[src/rtl/sprite_pkg.sv]
// sprite_pkg: shared screen/sprite defaults and axis FSM encodings
package sprite_pkg;

    localparam int SCREEN_W_DEF = 640;
    localparam int SCREEN_H_DEF = 480;
    localparam int SPRITE_W_DEF = 32;
    localparam int SPRITE_H_DEF = 32;
    localparam int POS_W_DEF    = 10;
    localparam int INIT_X_DEF   = 304;
    localparam int INIT_Y_DEF   = 448;
    localparam int SPEED_W      = 3;

    typedef logic [1:0] axis_state_t;

    localparam axis_state_t ST_IDLE   = 2'd0;
    localparam axis_state_t ST_ACCEL  = 2'd1;
    localparam axis_state_t ST_CRUISE = 2'd2;

    localparam logic DIR_NEG = 1'b0;
    localparam logic DIR_POS = 1'b1;

endpackage

[src/rtl/sprite_axis_motion.sv]
// sprite_axis_motion: one axis of IDLE/ACCEL/CRUISE speed ramp with clamped position
module sprite_axis_motion
    import sprite_pkg::*;
#(
    parameter int POS_W       = POS_W_DEF,
    parameter int LIMIT       = 608,
    parameter int INIT        = 0,
    parameter int MAX_SPEED   = 4,
    parameter int ACCEL_TICKS = 8
) (
    input  logic               clk25,
    input  logic               rst_n,
    input  logic               step_en,
    input  logic               req_neg,
    input  logic               req_pos,
    output logic [POS_W-1:0]   pos,
    output logic [SPEED_W-1:0] speed
);

    localparam int                 CW        = ACCEL_TICKS > 1 ? $clog2(ACCEL_TICKS) : 1;
    localparam logic [CW-1:0]      HELD_LAST = CW'(ACCEL_TICKS - 1);
    localparam logic [POS_W:0]     LIM       = (POS_W+1)'(LIMIT);
    localparam logic [SPEED_W-1:0] SPD_MAX   = SPEED_W'(MAX_SPEED);

    axis_state_t        state, state_nx;
    logic               dir, dir_nx;
    logic [CW-1:0]      held, held_nx;
    logic [SPEED_W-1:0] spd, speed_nx;
    logic [POS_W:0]     cur, step, inc, target;
    logic               req, hit;

    // Resolve the request, ramp speed, move with clamping and stop on reaching a limit
    always_comb begin
        req      = req_neg ^ req_pos;
        state_nx = state;
        dir_nx   = dir;
        held_nx  = held;
        spd      = speed;
        if (!req) begin
            state_nx = ST_IDLE;
            held_nx  = '0;
            spd      = '0;
        end else if (state == ST_IDLE || (req_pos ? DIR_POS : DIR_NEG) != dir) begin
            state_nx = ST_ACCEL;
            dir_nx   = req_pos ? DIR_POS : DIR_NEG;
            held_nx  = '0;
            spd      = SPEED_W'(1);
        end else if (state == ST_ACCEL) begin
            held_nx  = held == HELD_LAST ? '0 : held + 1'b1;
            spd      = (held == HELD_LAST && speed < SPD_MAX) ? speed + 1'b1 : speed;
            state_nx = spd == SPD_MAX ? ST_CRUISE : ST_ACCEL;
        end
        cur      = {1'b0, pos};
        step     = (POS_W+1)'(spd);
        inc      = cur + step;
        target   = !req ? cur
                 : dir_nx == DIR_POS ? (inc > LIM ? LIM : inc)
                 : (cur < step ? '0 : cur - step);
        hit      = req && (dir_nx == DIR_POS ? target == LIM : target == '0);
        speed_nx = hit ? '0 : spd;
        if (hit) begin
            state_nx = ST_IDLE;
            held_nx  = '0;
        end
    end

    // Axis state advances only on enabled motion ticks
    always_ff @(posedge clk25 or negedge rst_n) begin
        if (!rst_n) begin
            state <= ST_IDLE;
            dir   <= DIR_NEG;
            held  <= '0;
            speed <= '0;
            pos   <= POS_W'(INIT);
        end else if (step_en) begin
            state <= state_nx;
            dir   <= dir_nx;
            held  <= held_nx;
            speed <= speed_nx;
            pos   <= target[POS_W-1:0];
        end
    end

endmodule

[src/rtl/sprite_motion_ctrl.sv]
// sprite_motion_ctrl: button-driven sprite mover with tick divider, speed ramp and screen clamping
module sprite_motion_ctrl
    import sprite_pkg::*;
#(
    parameter int SCREEN_W    = SCREEN_W_DEF,
    parameter int SCREEN_H    = SCREEN_H_DEF,
    parameter int SPRITE_W    = SPRITE_W_DEF,
    parameter int SPRITE_H    = SPRITE_H_DEF,
    parameter int POS_W       = POS_W_DEF,
    parameter int TICK_DIV    = 131072,
    parameter int MAX_SPEED   = 4,
    parameter int ACCEL_TICKS = 8,
    parameter int INIT_X      = INIT_X_DEF,
    parameter int INIT_Y      = INIT_Y_DEF
) (
    input  logic             clk25,
    input  logic             rst_n,
    input  logic             btn_left,
    input  logic             btn_right,
    input  logic             btn_up,
    input  logic             btn_down,
    input  logic             freeze,
    output logic [POS_W-1:0] sprite_x,
    output logic [POS_W-1:0] sprite_y,
    output logic [2:0]       speed_x,
    output logic [2:0]       speed_y,
    output logic [3:0]       at_edge,
    output logic             moving
);

    localparam int            LIMIT_X  = SCREEN_W - SPRITE_W;
    localparam int            LIMIT_Y  = SCREEN_H - SPRITE_H;
    localparam int            DW       = $clog2(TICK_DIV);
    localparam logic [DW-1:0] DIV_LAST = DW'(TICK_DIV - 1);

    generate
        if (INIT_X < 0 || INIT_X > LIMIT_X || INIT_Y < 0 || INIT_Y > LIMIT_Y) begin : g_bad_init
            $error("sprite_motion_ctrl: INIT_X/INIT_Y outside screen limits");
        end
        if (MAX_SPEED < 1 || MAX_SPEED > 7) begin : g_bad_speed
            $error("sprite_motion_ctrl: MAX_SPEED must be 1..7");
        end
        if (TICK_DIV < 2 || ACCEL_TICKS < 1 || LIMIT_X < 0 || LIMIT_Y < 0
            || LIMIT_X >= 2**POS_W || LIMIT_Y >= 2**POS_W) begin : g_bad_geom
            $error("sprite_motion_ctrl: bad TICK_DIV/ACCEL_TICKS or limits exceed POS_W");
        end
    endgenerate

    logic [1:0]    rst_sync;
    logic          rst_sync_n;
    logic [3:0]    btn_meta, btn_sync;
    logic [DW-1:0] div_cnt;
    logic          tick, step_en;

    assign rst_sync_n = rst_sync[1];
    assign tick       = div_cnt == DIV_LAST;
    assign step_en    = tick & ~freeze;

    // Assert reset immediately, release it two clk25 edges later
    always_ff @(posedge clk25 or negedge rst_n) begin
        if (!rst_n) rst_sync <= '0;
        else        rst_sync <= {rst_sync[0], 1'b1};
    end

    // Two-flop synchronizers for {left,right,up,down}
    always_ff @(posedge clk25 or negedge rst_sync_n) begin
        if (!rst_sync_n) begin
            btn_meta <= '0;
            btn_sync <= '0;
        end else begin
            btn_meta <= {btn_left, btn_right, btn_up, btn_down};
            btn_sync <= btn_meta;
        end
    end

    // Free-running motion tick divider, unaffected by freeze
    always_ff @(posedge clk25 or negedge rst_sync_n) begin
        if (!rst_sync_n) div_cnt <= '0;
        else             div_cnt <= tick ? '0 : div_cnt + 1'b1;
    end

    sprite_axis_motion #(
        .POS_W(POS_W), .LIMIT(LIMIT_X), .INIT(INIT_X),
        .MAX_SPEED(MAX_SPEED), .ACCEL_TICKS(ACCEL_TICKS)
    ) u_axis_x (
        .clk25(clk25), .rst_n(rst_sync_n), .step_en(step_en),
        .req_neg(btn_sync[3]), .req_pos(btn_sync[2]),
        .pos(sprite_x), .speed(speed_x)
    );

    sprite_axis_motion #(
        .POS_W(POS_W), .LIMIT(LIMIT_Y), .INIT(INIT_Y),
        .MAX_SPEED(MAX_SPEED), .ACCEL_TICKS(ACCEL_TICKS)
    ) u_axis_y (
        .clk25(clk25), .rst_n(rst_sync_n), .step_en(step_en),
        .req_neg(btn_sync[1]), .req_pos(btn_sync[0]),
        .pos(sprite_y), .speed(speed_y)
    );

    assign at_edge = {sprite_x == '0, sprite_x == POS_W'(LIMIT_X),
                      sprite_y == '0, sprite_y == POS_W'(LIMIT_Y)};
    assign moving  = |{speed_x, speed_y};

endmodule

[config.mk]
export PLATFORM = sky130hd
export DESIGN_NAME = sprite_motion_ctrl
export DESIGN_NICKNAME = d
export VERILOG_FILES = /design/src/rtl/sprite_pkg.sv /design/src/rtl/sprite_axis_motion.sv /design/src/rtl/sprite_motion_ctrl.sv
export SDC_FILE = /design/constraint.sdc
export NUM_CORES = 1
export LEC_CHECK = 0
export ABC_AREA = 1
export BUFFER_PORTS_ARGS = -buffer_cell sky130_fd_sc_hd__clkbuf_2
export CORE_UTILIZATION = 60
export DETAILED_ROUTE_END_ITERATION = 6
export GPL_ROUTABILITY_DRIVEN = 0
export HOLD_SLACK_MARGIN = 0.15
export PLACE_DENSITY = 0.8
export SYNTH_ARGS = -nofsm -noshare
export SYNTH_HDL_FRONTEND = slang
export SYNTH_SLANG_ARGS = --single-unit
[constraint.sdc]
create_clock -name clk25 -period 2.3 [get_ports clk25]
set_input_delay 0.46 -clock clk25 [delete_from_list [all_inputs] [get_ports clk25]]
set_output_delay 0.46 -clock clk25 [all_outputs]
set_load 0.02 [all_outputs]
==> report_table.html, run 1 <==
<table>
<tr><th>Metric</th><th>Value</th></tr>
<tr><th colspan="2">Status</th></tr>
<tr><td>Outcome</td><td>stopped before the end</td></tr>
<tr><td>Fail Step</td><td>4_1_cts</td></tr>
<tr><td>Log Error</td><td>[ERROR DPL-0038] Utilization greater than 100%, impossible to legalize</td></tr>
<tr><th colspan="2">Logic synthesis</th></tr>
<tr><td>Cell type with the highest aggregate area in the netlist</td><td>sky130_fd_sc_hd__dfrtp_1</td></tr>
<tr><td>Most repeated cell in the gate-level netlist after synthesis</td><td>sky130_fd_sc_hd__nand2_1</td></tr>
<tr><td>Post-synthesis register bit count</td><td>between 60 and 70</td></tr>
<tr><td>Post-Synthesis Cell Area</td><td>~4800 µm²</td></tr>
<tr><td>Sequential fraction of the synthesis area</td><td>about a third</td></tr>
<tr><td>YS warnings</td><td>0</td></tr>
<tr><td>Share of flip-flops with an asynchronous set or reset after synthesis</td><td>between 90% and 100%</td></tr>
<tr><td>Number of nets in the synthesized netlist</td><td>730</td></tr>
<tr><td>Top-area cell type share of the netlist area</td><td>a little over 30%</td></tr>
<tr><td>Synth Area per Inst</td><td>approximately 7 µm²</td></tr>
<tr><td>Synth Flop Type</td><td>sky130_fd_sc_hd__dfrtp_1</td></tr>
<tr><td>Cells after synthesis</td><td>around 700</td></tr>
<tr><td>Distinct cell type count of the synthesized netlist</td><td>41</td></tr>
<tr><td>Cells taking the most area after synthesis</td><td>sky130_fd_sc_hd__dfrtp_1 31%, sky130_fd_sc_hd__nand2_1 13%, sky130_fd_sc_hd__inv_1 7.1%, sky130_fd_sc_hd__nand3_1 6.2%, sky130_fd_sc_hd__nor2_1 6.2%</td></tr>
<tr><td>Number of synthesized flops with an enable pin</td><td>0</td></tr>
<tr><td>Synth top cells by count</td><td>172 x sky130_fd_sc_hd__nand2_1, 91 x sky130_fd_sc_hd__inv_1, 80 x sky130_fd_sc_hd__nor2_1, 60 x sky130_fd_sc_hd__nand3_1, 59 x sky130_fd_sc_hd__dfrtp_1</td></tr>
<tr><th colspan="2">Clock network</th></tr>
<tr><td>Clock Sinks</td><td>65</td></tr>
<tr><td>Number of buffers between clock root and the deepest sink</td><td>2</td></tr>
<tr><td>Clock buffers created by TritonCTS</td><td>9</td></tr>
<tr><td>Clock root buffer</td><td>sky130_fd_sc_hd__clkbuf_8</td></tr>
<tr><td>Post-CTS setup buffer count</td><td>86</td></tr>
<tr><td>Maximum level of the CTS H-tree</td><td>3</td></tr>
<tr><td>Number of hold buffers added after CTS</td><td>3</td></tr>
<tr><td>Count of instances resized after the clock tree is built</td><td>between 150 and 200</td></tr>
<tr><th colspan="2">Placed design</th></tr>
<tr><td>Post-place setup slack</td><td>-1.755 ns</td></tr>
<tr><td>Number of buffer cells added on primary ports</td><td>37</td></tr>
<tr><td>Half-perimeter wire length after detailed placement</td><td>between 10000 and 15000 µm</td></tr>
<tr><td>Post-placement cell area</td><td>~6400 µm²</td></tr>
<tr><th colspan="2">Floorplan</th></tr>
<tr><td>Floorplan die width</td><td>91.57 µm</td></tr>
<tr><td>Starting density of the core</td><td>between 60% and 70%</td></tr>
<tr><td>Number of top-level pins</td><td>38</td></tr>
<tr><td>Vertical die dimension</td><td>about 92 µm</td></tr>
<tr><td>Row cnt</td><td>32</td></tr>
</table>
## cells by family after synthesis
family,after synthesis,share of synthesized area [%]
other,1,0.07791
and+or+nand+nor,372,34.65
adders and majority gates,25,7.122
AOI/OAI and AO/OA,101,11.83
buffers and inverters,119,9.644
DFF,65,33.95
xor gates and xnor gates,15,2.729
## through the flow
stage / std cells / utilization (%) / hold WS (ns) / setup TNS [ns]
2_1_floorplan: 698 / - / 0.1644 / -31.60
3_3_place_gp: 976 / 82.84 / 0.1321 / -43.56
3_5_place_dp: 976 / 82.84 / 0.1374 / -54.00
==> run 2, diff against run 1 <==
--- a/config.mk
+++ b/config.mk
@@ -7,11 +7,10 @@
 export LEC_CHECK = 0
 export ABC_AREA = 1
 export BUFFER_PORTS_ARGS = -buffer_cell sky130_fd_sc_hd__clkbuf_2
-export CORE_UTILIZATION = 60
+export CORE_UTILIZATION = 40
 export DETAILED_ROUTE_END_ITERATION = 6
 export GPL_ROUTABILITY_DRIVEN = 0
-export HOLD_SLACK_MARGIN = 0.15
-export PLACE_DENSITY = 0.8
+export PLACE_DENSITY_LB_ADDON = 0.15
 export SYNTH_ARGS = -nofsm -noshare
 export SYNTH_HDL_FRONTEND = slang
 export SYNTH_SLANG_ARGS = --single-unit
==> run 2 against run 1 <==
The flow now finishes, with violations (design-rule violations, negative setup slack). Synthesized cell count unchanged. Synthesized area did not move.
==> report_table.html, run 2 <==
<table>
<tr><th>Metric</th><th>Value</th></tr>
<tr><th colspan="2">Logic synthesis</th></tr>
<tr><td>Sequential fraction of the synthesis area</td><td>33.95%</td></tr>
<tr><td>Post-Synthesis Cell Area</td><td>between 4000 and 5000 µm²</td></tr>
<tr><td>Synth top cells by count</td><td>172 x sky130_fd_sc_hd__nand2_1, 91 x sky130_fd_sc_hd__inv_1, 80 x sky130_fd_sc_hd__nor2_1, 60 x sky130_fd_sc_hd__nand3_1, 59 x sky130_fd_sc_hd__dfrtp_1</td></tr>
<tr><td>Synth Area per Inst</td><td>approximately 7 µm²</td></tr>
<tr><td>Distinct cell type count of the synthesized netlist</td><td>41</td></tr>
<tr><td>Share of flip-flops with an asynchronous set or reset after synthesis</td><td>between 90% and 100%</td></tr>
<tr><td>Cell type with the highest aggregate area in the netlist</td><td>sky130_fd_sc_hd__dfrtp_1</td></tr>
<tr><td>Cells taking the most area after synthesis</td><td>sky130_fd_sc_hd__dfrtp_1 31%, sky130_fd_sc_hd__nand2_1 13%, sky130_fd_sc_hd__inv_1 7.1%, sky130_fd_sc_hd__nand3_1 6.2%, sky130_fd_sc_hd__nor2_1 6.2%</td></tr>
<tr><td>Number of synthesized flops with an enable pin</td><td>0</td></tr>
<tr><td>Number of nets in the synthesized netlist</td><td>730</td></tr>
<tr><td>YS warnings</td><td>0</td></tr>
<tr><td>Synth Flop Type</td><td>sky130_fd_sc_hd__dfrtp_1</td></tr>
<tr><td>Post-synthesis register bit count</td><td>65</td></tr>
<tr><td>Cells after synthesis</td><td>roughly 700</td></tr>
<tr><td>Top-area cell type share of the netlist area</td><td>a little under a third</td></tr>
<tr><td>Most repeated cell in the gate-level netlist after synthesis</td><td>sky130_fd_sc_hd__nand2_1</td></tr>
<tr><th colspan="2">Timing</th></tr>
<tr><td>Count of endpoints failing hold in the final timing report</td><td>0</td></tr>
<tr><td>Rel. slew slack</td><td>a little over half</td></tr>
<tr><td>Slew at the pin closest to its max-slew limit</td><td>0.6996 ns</td></tr>
<tr><td>Worst clock skew</td><td>0.01042 ns</td></tr>
<tr><td>WHS</td><td>~0.23 ns</td></tr>
<tr><td>Final clock period utilization by the worst path</td><td>166.2%</td></tr>
<tr><td>Time the final worst path needs with I/O delays and setup</td><td>roughly 3.8 ns</td></tr>
<tr><td>RSZ-0062 raised after global routing</td><td>yes</td></tr>
<tr><td>Final setup fails</td><td>between 50 and 60</td></tr>
<tr><td>Worst-case setup margin in the final layout</td><td>-1.523 ns</td></tr>
<tr><td>Sum Neg Setup Slack</td><td>-47.18 ns</td></tr>
<tr><td>Number of slew-limit violations in the final report</td><td>0</td></tr>
<tr><td>Highest clock rate</td><td>~0.26 GHz</td></tr>
<tr><th colspan="2">Power</th></tr>
<tr><td>IR drop worst, VDD</td><td>about 520 µV</td></tr>
<tr><td>Total power density per cell area</td><td>467.5 nW/µm²</td></tr>
<tr><td>Static leakage</td><td>around 4.1 nW</td></tr>
<tr><th colspan="2">Placed design</th></tr>
<tr><td>Half-perimeter wire length after detailed placement</td><td>about 11000 µm</td></tr>
<tr><td>Number of buffer cells added on primary ports</td><td>37</td></tr>
<tr><td>Post-place setup slack</td><td>-1.752 ns</td></tr>
<tr><td>Number of cells in the design after placement</td><td>1031</td></tr>
<tr><th colspan="2">Floorplan</th></tr>
<tr><td>Floorplan die width</td><td>111.7 µm</td></tr>
<tr><td>Starting density of the core</td><td>41.62%</td></tr>
<tr><td>Core Box Area</td><td>11560 µm²</td></tr>
<tr><td>Die area</td><td>12480 µm²</td></tr>
<tr><td>Vertical die dimension</td><td>~110 µm</td></tr>
<tr><td>Number of top-level pins</td><td>38</td></tr>
<tr><td>Row cnt</td><td>39</td></tr>
<tr><th colspan="2">Layout</th></tr>
<tr><td>Most flop-heavy register</td><td>div_cnt</td></tr>
<tr><td>Total inserted antenna cells</td><td>0</td></tr>
<tr><td>Commonest cells after routing, fill and taps aside</td><td>197 x sky130_fd_sc_hd__buf_4, 117 x sky130_fd_sc_hd__nand2_1, 80 x sky130_fd_sc_hd__inv_1</td></tr>
<tr><td>Net total in the final layout</td><td>995</td></tr>
<tr><td>Area added between synthesis and finish</td><td>72.19%</td></tr>
<tr><td>Final instance count without filler cells</td><td>between 1000 and 1500</td></tr>
<tr><td>Flip-flop count of the largest register, all copies and words added</td><td>17</td></tr>
<tr><td>Share of final-layout standard cells stronger than drive strength 1</td><td>a little over half</td></tr>
<tr><td>Count of filler cells inserted in the layout</td><td>860</td></tr>
<tr><td>Most common library cell in the layout ignoring fill and taps</td><td>sky130_fd_sc_hd__buf_4</td></tr>
<tr><td>Largest registers in the final layout</td><td>div_cnt (17), u_axis_x.pos (10), u_axis_y.pos (10)</td></tr>
<tr><td>Util after Layout</td><td>a little under three quarters</td></tr>
<tr><th colspan="2">Clock network</th></tr>
<tr><td>Clock buffers created by TritonCTS</td><td>9</td></tr>
<tr><td>Clock Sinks</td><td>65</td></tr>
<tr><td>Clk pin slew, worst setup/hold paths</td><td>~0.050 ns</td></tr>
<tr><td>Number of buffers between clock root and the deepest sink</td><td>2</td></tr>
<tr><td>Clock latency on the worst-skew pair</td><td>0.34 ns</td></tr>
<tr><td>TritonCTS clock tree</td><td>done</td></tr>
<tr><td>Clock root buffer</td><td>sky130_fd_sc_hd__clkbuf_16</td></tr>
<tr><td>Maximum level of the CTS H-tree</td><td>3</td></tr>
<tr><th colspan="2">Detailed routing</th></tr>
<tr><td>Total via count after detailed routing</td><td>~5800</td></tr>
<tr><td>ANT nets after route</td><td>0</td></tr>
<tr><td>Drc violations</td><td>1</td></tr>
<tr><td>Pre-Repair DR Iteration Count</td><td>7</td></tr>
<tr><td>Sum of routed wire length over all layers</td><td>16710 µm</td></tr>
<tr><td>Via-per-instance ratio</td><td>between 5 and 6</td></tr>
<tr><td>Drt initial violations</td><td>274</td></tr>
<tr><td>Final routed wire length divided by cell count</td><td>15.04 µm</td></tr>
<tr><th colspan="2">Global routing</th></tr>
<tr><td>Largest net degree at the start of global routing</td><td>36</td></tr>
<tr><td>Wire length of the first global-routing pass</td><td>roughly 26000 µm</td></tr>
<tr><td>Total gr overflow</td><td>0</td></tr>
<tr><td>Via count of the first global-routing pass</td><td>approximately 5600</td></tr>
<tr><td>Initial antenna violation count</td><td>0</td></tr>
<tr><td>Overall global routing resource usage</td><td>around 26%</td></tr>
<tr><th colspan="2">Status</th></tr>
<tr><td>Failing checks</td><td>design-rule violations, negative setup slack</td></tr>
<tr><td>Outcome</td><td>finished with violations</td></tr>
<tr><th colspan="2">Min path</th></tr>
<tr><td>Min-Delay Path Depth</td><td>1</td></tr>
<tr><td>Worst hold start</td><td>btn_up</td></tr>
<tr><td>Endpoint with the worst hold slack</td><td>btn_meta[1]</td></tr>
<tr><td>Worst min-delay path category</td><td>input port to flop</td></tr>
<tr><th colspan="2">Worst setup path</th></tr>
<tr><td>Category of the worst setup path capture point</td><td>flop</td></tr>
<tr><td>Data arrival time of the critical path</td><td>4.04 ns</td></tr>
<tr><td>Critical R2R Launch</td><td>u_axis_y.held[1]</td></tr>
<tr><td>Reg2Reg Depth</td><td>25</td></tr>
<tr><td>Destination of the worst register-to-register timing path</td><td>u_axis_y.state[1]</td></tr>
<tr><td>Highest net fanout along the worst path</td><td>5</td></tr>
<tr><td>Required time worst endpoint</td><td>approximately 2.5 ns</td></tr>
<tr><td>Critical path startpoint category</td><td>flop</td></tr>
<tr><td>Crit Path Category</td><td>flop to flop</td></tr>
<tr><td>Slack of the worst reg-to-reg path</td><td>-1.52 ns</td></tr>
<tr><th colspan="2">Job</th></tr>
<tr><td>Max-Cap Viols</td><td>0</td></tr>
</table>
==> run 2: worst max-delay path: stages, from the launching register on <==
cell                      delay (ns)
sky130_fd_sc_hd__dfrtp_1        0.39
sky130_fd_sc_hd__ha_2           0.20
sky130_fd_sc_hd__ha_4           0.17
sky130_fd_sc_hd__nand2_4        0.08
sky130_fd_sc_hd__xor2_2         0.16
sky130_fd_sc_hd__nand2_1        0.09
sky130_fd_sc_hd__a21oi_2        0.19
sky130_fd_sc_hd__buf_4          0.13
sky130_fd_sc_hd__buf_4          0.11
sky130_fd_sc_hd__ha_2           0.18
sky130_fd_sc_hd__fa_1           0.23
sky130_fd_sc_hd__o21ai_2        0.09
sky130_fd_sc_hd__nor2_1         0.12
sky130_fd_sc_hd__nand2_1        0.12
sky130_fd_sc_hd__nor2_1         0.11
sky130_fd_sc_hd__o21ai_0        0.12
sky130_fd_sc_hd__a22oi_1        0.34
sky130_fd_sc_hd__nand2_2        0.15
sky130_fd_sc_hd__inv_1          0.12
sky130_fd_sc_hd__nand2_2        0.09
sky130_fd_sc_hd__nand2_4        0.10
sky130_fd_sc_hd__nand2_2        0.07
sky130_fd_sc_hd__nor2_4         0.13
sky130_fd_sc_hd__nor2_4         0.06
sky130_fd_sc_hd__nand4_1        0.08
sky130_fd_sc_hd__nand2_1        0.06
==> run 2: cells by family (layout without fill, tap and decap cells) <==
| family | after synthesis | in the layout | share of synthesized area (%) |
|---|---|---|---|
| AOI/OAI and AO/OA | 101 | 101 | 11.83 |
| xor gates and xnor gates | 15 | 15 | 2.729 |
| adders and majority gates | 25 | 25 | 7.122 |
| buffers and inverters | 119 | 389 | 9.644 |
| DFF | 65 | 65 | 33.95 |
| other | 1 | 1 | 0.07791 |
| and+or+nand+nor | 372 | 372 | 34.65 |
==> run 2: per-layer routing <==
layer | share of wire [%] | GRT usage (%) | vias to the layer above | routed length [µm]
met5 | 0 | 0 | - | 0
met3 | 4.3 | 3.974 | 65 | 712
met1 | 42 | 32.36 | 2769 | 7012
met4 | 4.3 | 12.16 | 0 | 715
met2 | 49 | 44.14 | 145 | 8272
li1 | - | - | 2777 | -
==> run 2: cell type report <==
| type | instances | area (µm²) | area share, % |
|---|---|---|---|
| clock buffer | 9 | 225.2 | 2.717 |
| clock inverter | 7 | 82.58 | 0.9964 |
| inverter | 102 | 392.9 | 4.740 |
| multi-input combinational | 514 | 3626 | 43.75 |
| sequential | 65 | 1640 | 19.79 |
| tap | 143 | 178.9 | 2.159 |
| timing repair buffer | 271 | 2142 | 25.85 |
==> run 2: worst max path at each step <==
stage / from / end / slack, ns / cells past startpoint
finish: u_axis_y.held[1] / u_axis_y.state[1] / -1.52 / 25
global placement: u_axis_y.held[1] / u_axis_y.held[0] / -1.61 / 26
CTS: u_axis_y.held[0] / u_axis_y.state[1] / -1.39 / 25
global route: u_axis_y.held[1] / u_axis_y.state[1] / -1.75 / 25
floorplan: u_axis_y.held[0] / u_axis_y.held[0] / -1.16 / 25
detailed placement: u_axis_y.held[1] / u_axis_y.state[1] / -1.75 / 26
==> run 2: metrics by stage <==
step,power [mW],cell area (µm²)
6_report,3.874,8288
5_1_grt,4.040,8288
4_1_cts,3.745,7661
3_5_place_dp,2.161,6558
3_3_place_gp,2.146,6558
2_1_floorplan,1.722,4965
==> run 2: power by group <==
| part | leakage [nW] | switching (mW) | internal (mW) |
|---|---|---|---|
| logic | 3.11 | 0.644 | 0.555 |
| registers | 0.799 | 0.0544 | 1.19 |
| clock network | 0.152 | 0.568 | 0.860 |
| total | 4.06 | 1.27 | 2.61 |
==> run 2: what timing repair did <==
action / in CTS / in global routing
cloned: 1 / 2
endpoints found under the hold margin: 2 / 0
buffers inserted: 58 / 26
setup endpoints to repair: 57 / 58
gates resized for setup: 130 / 136
hold buffers: 1 / 0
pin swaps: 66 / 91
No activity file was read; power rests on OpenSTA's default activity.
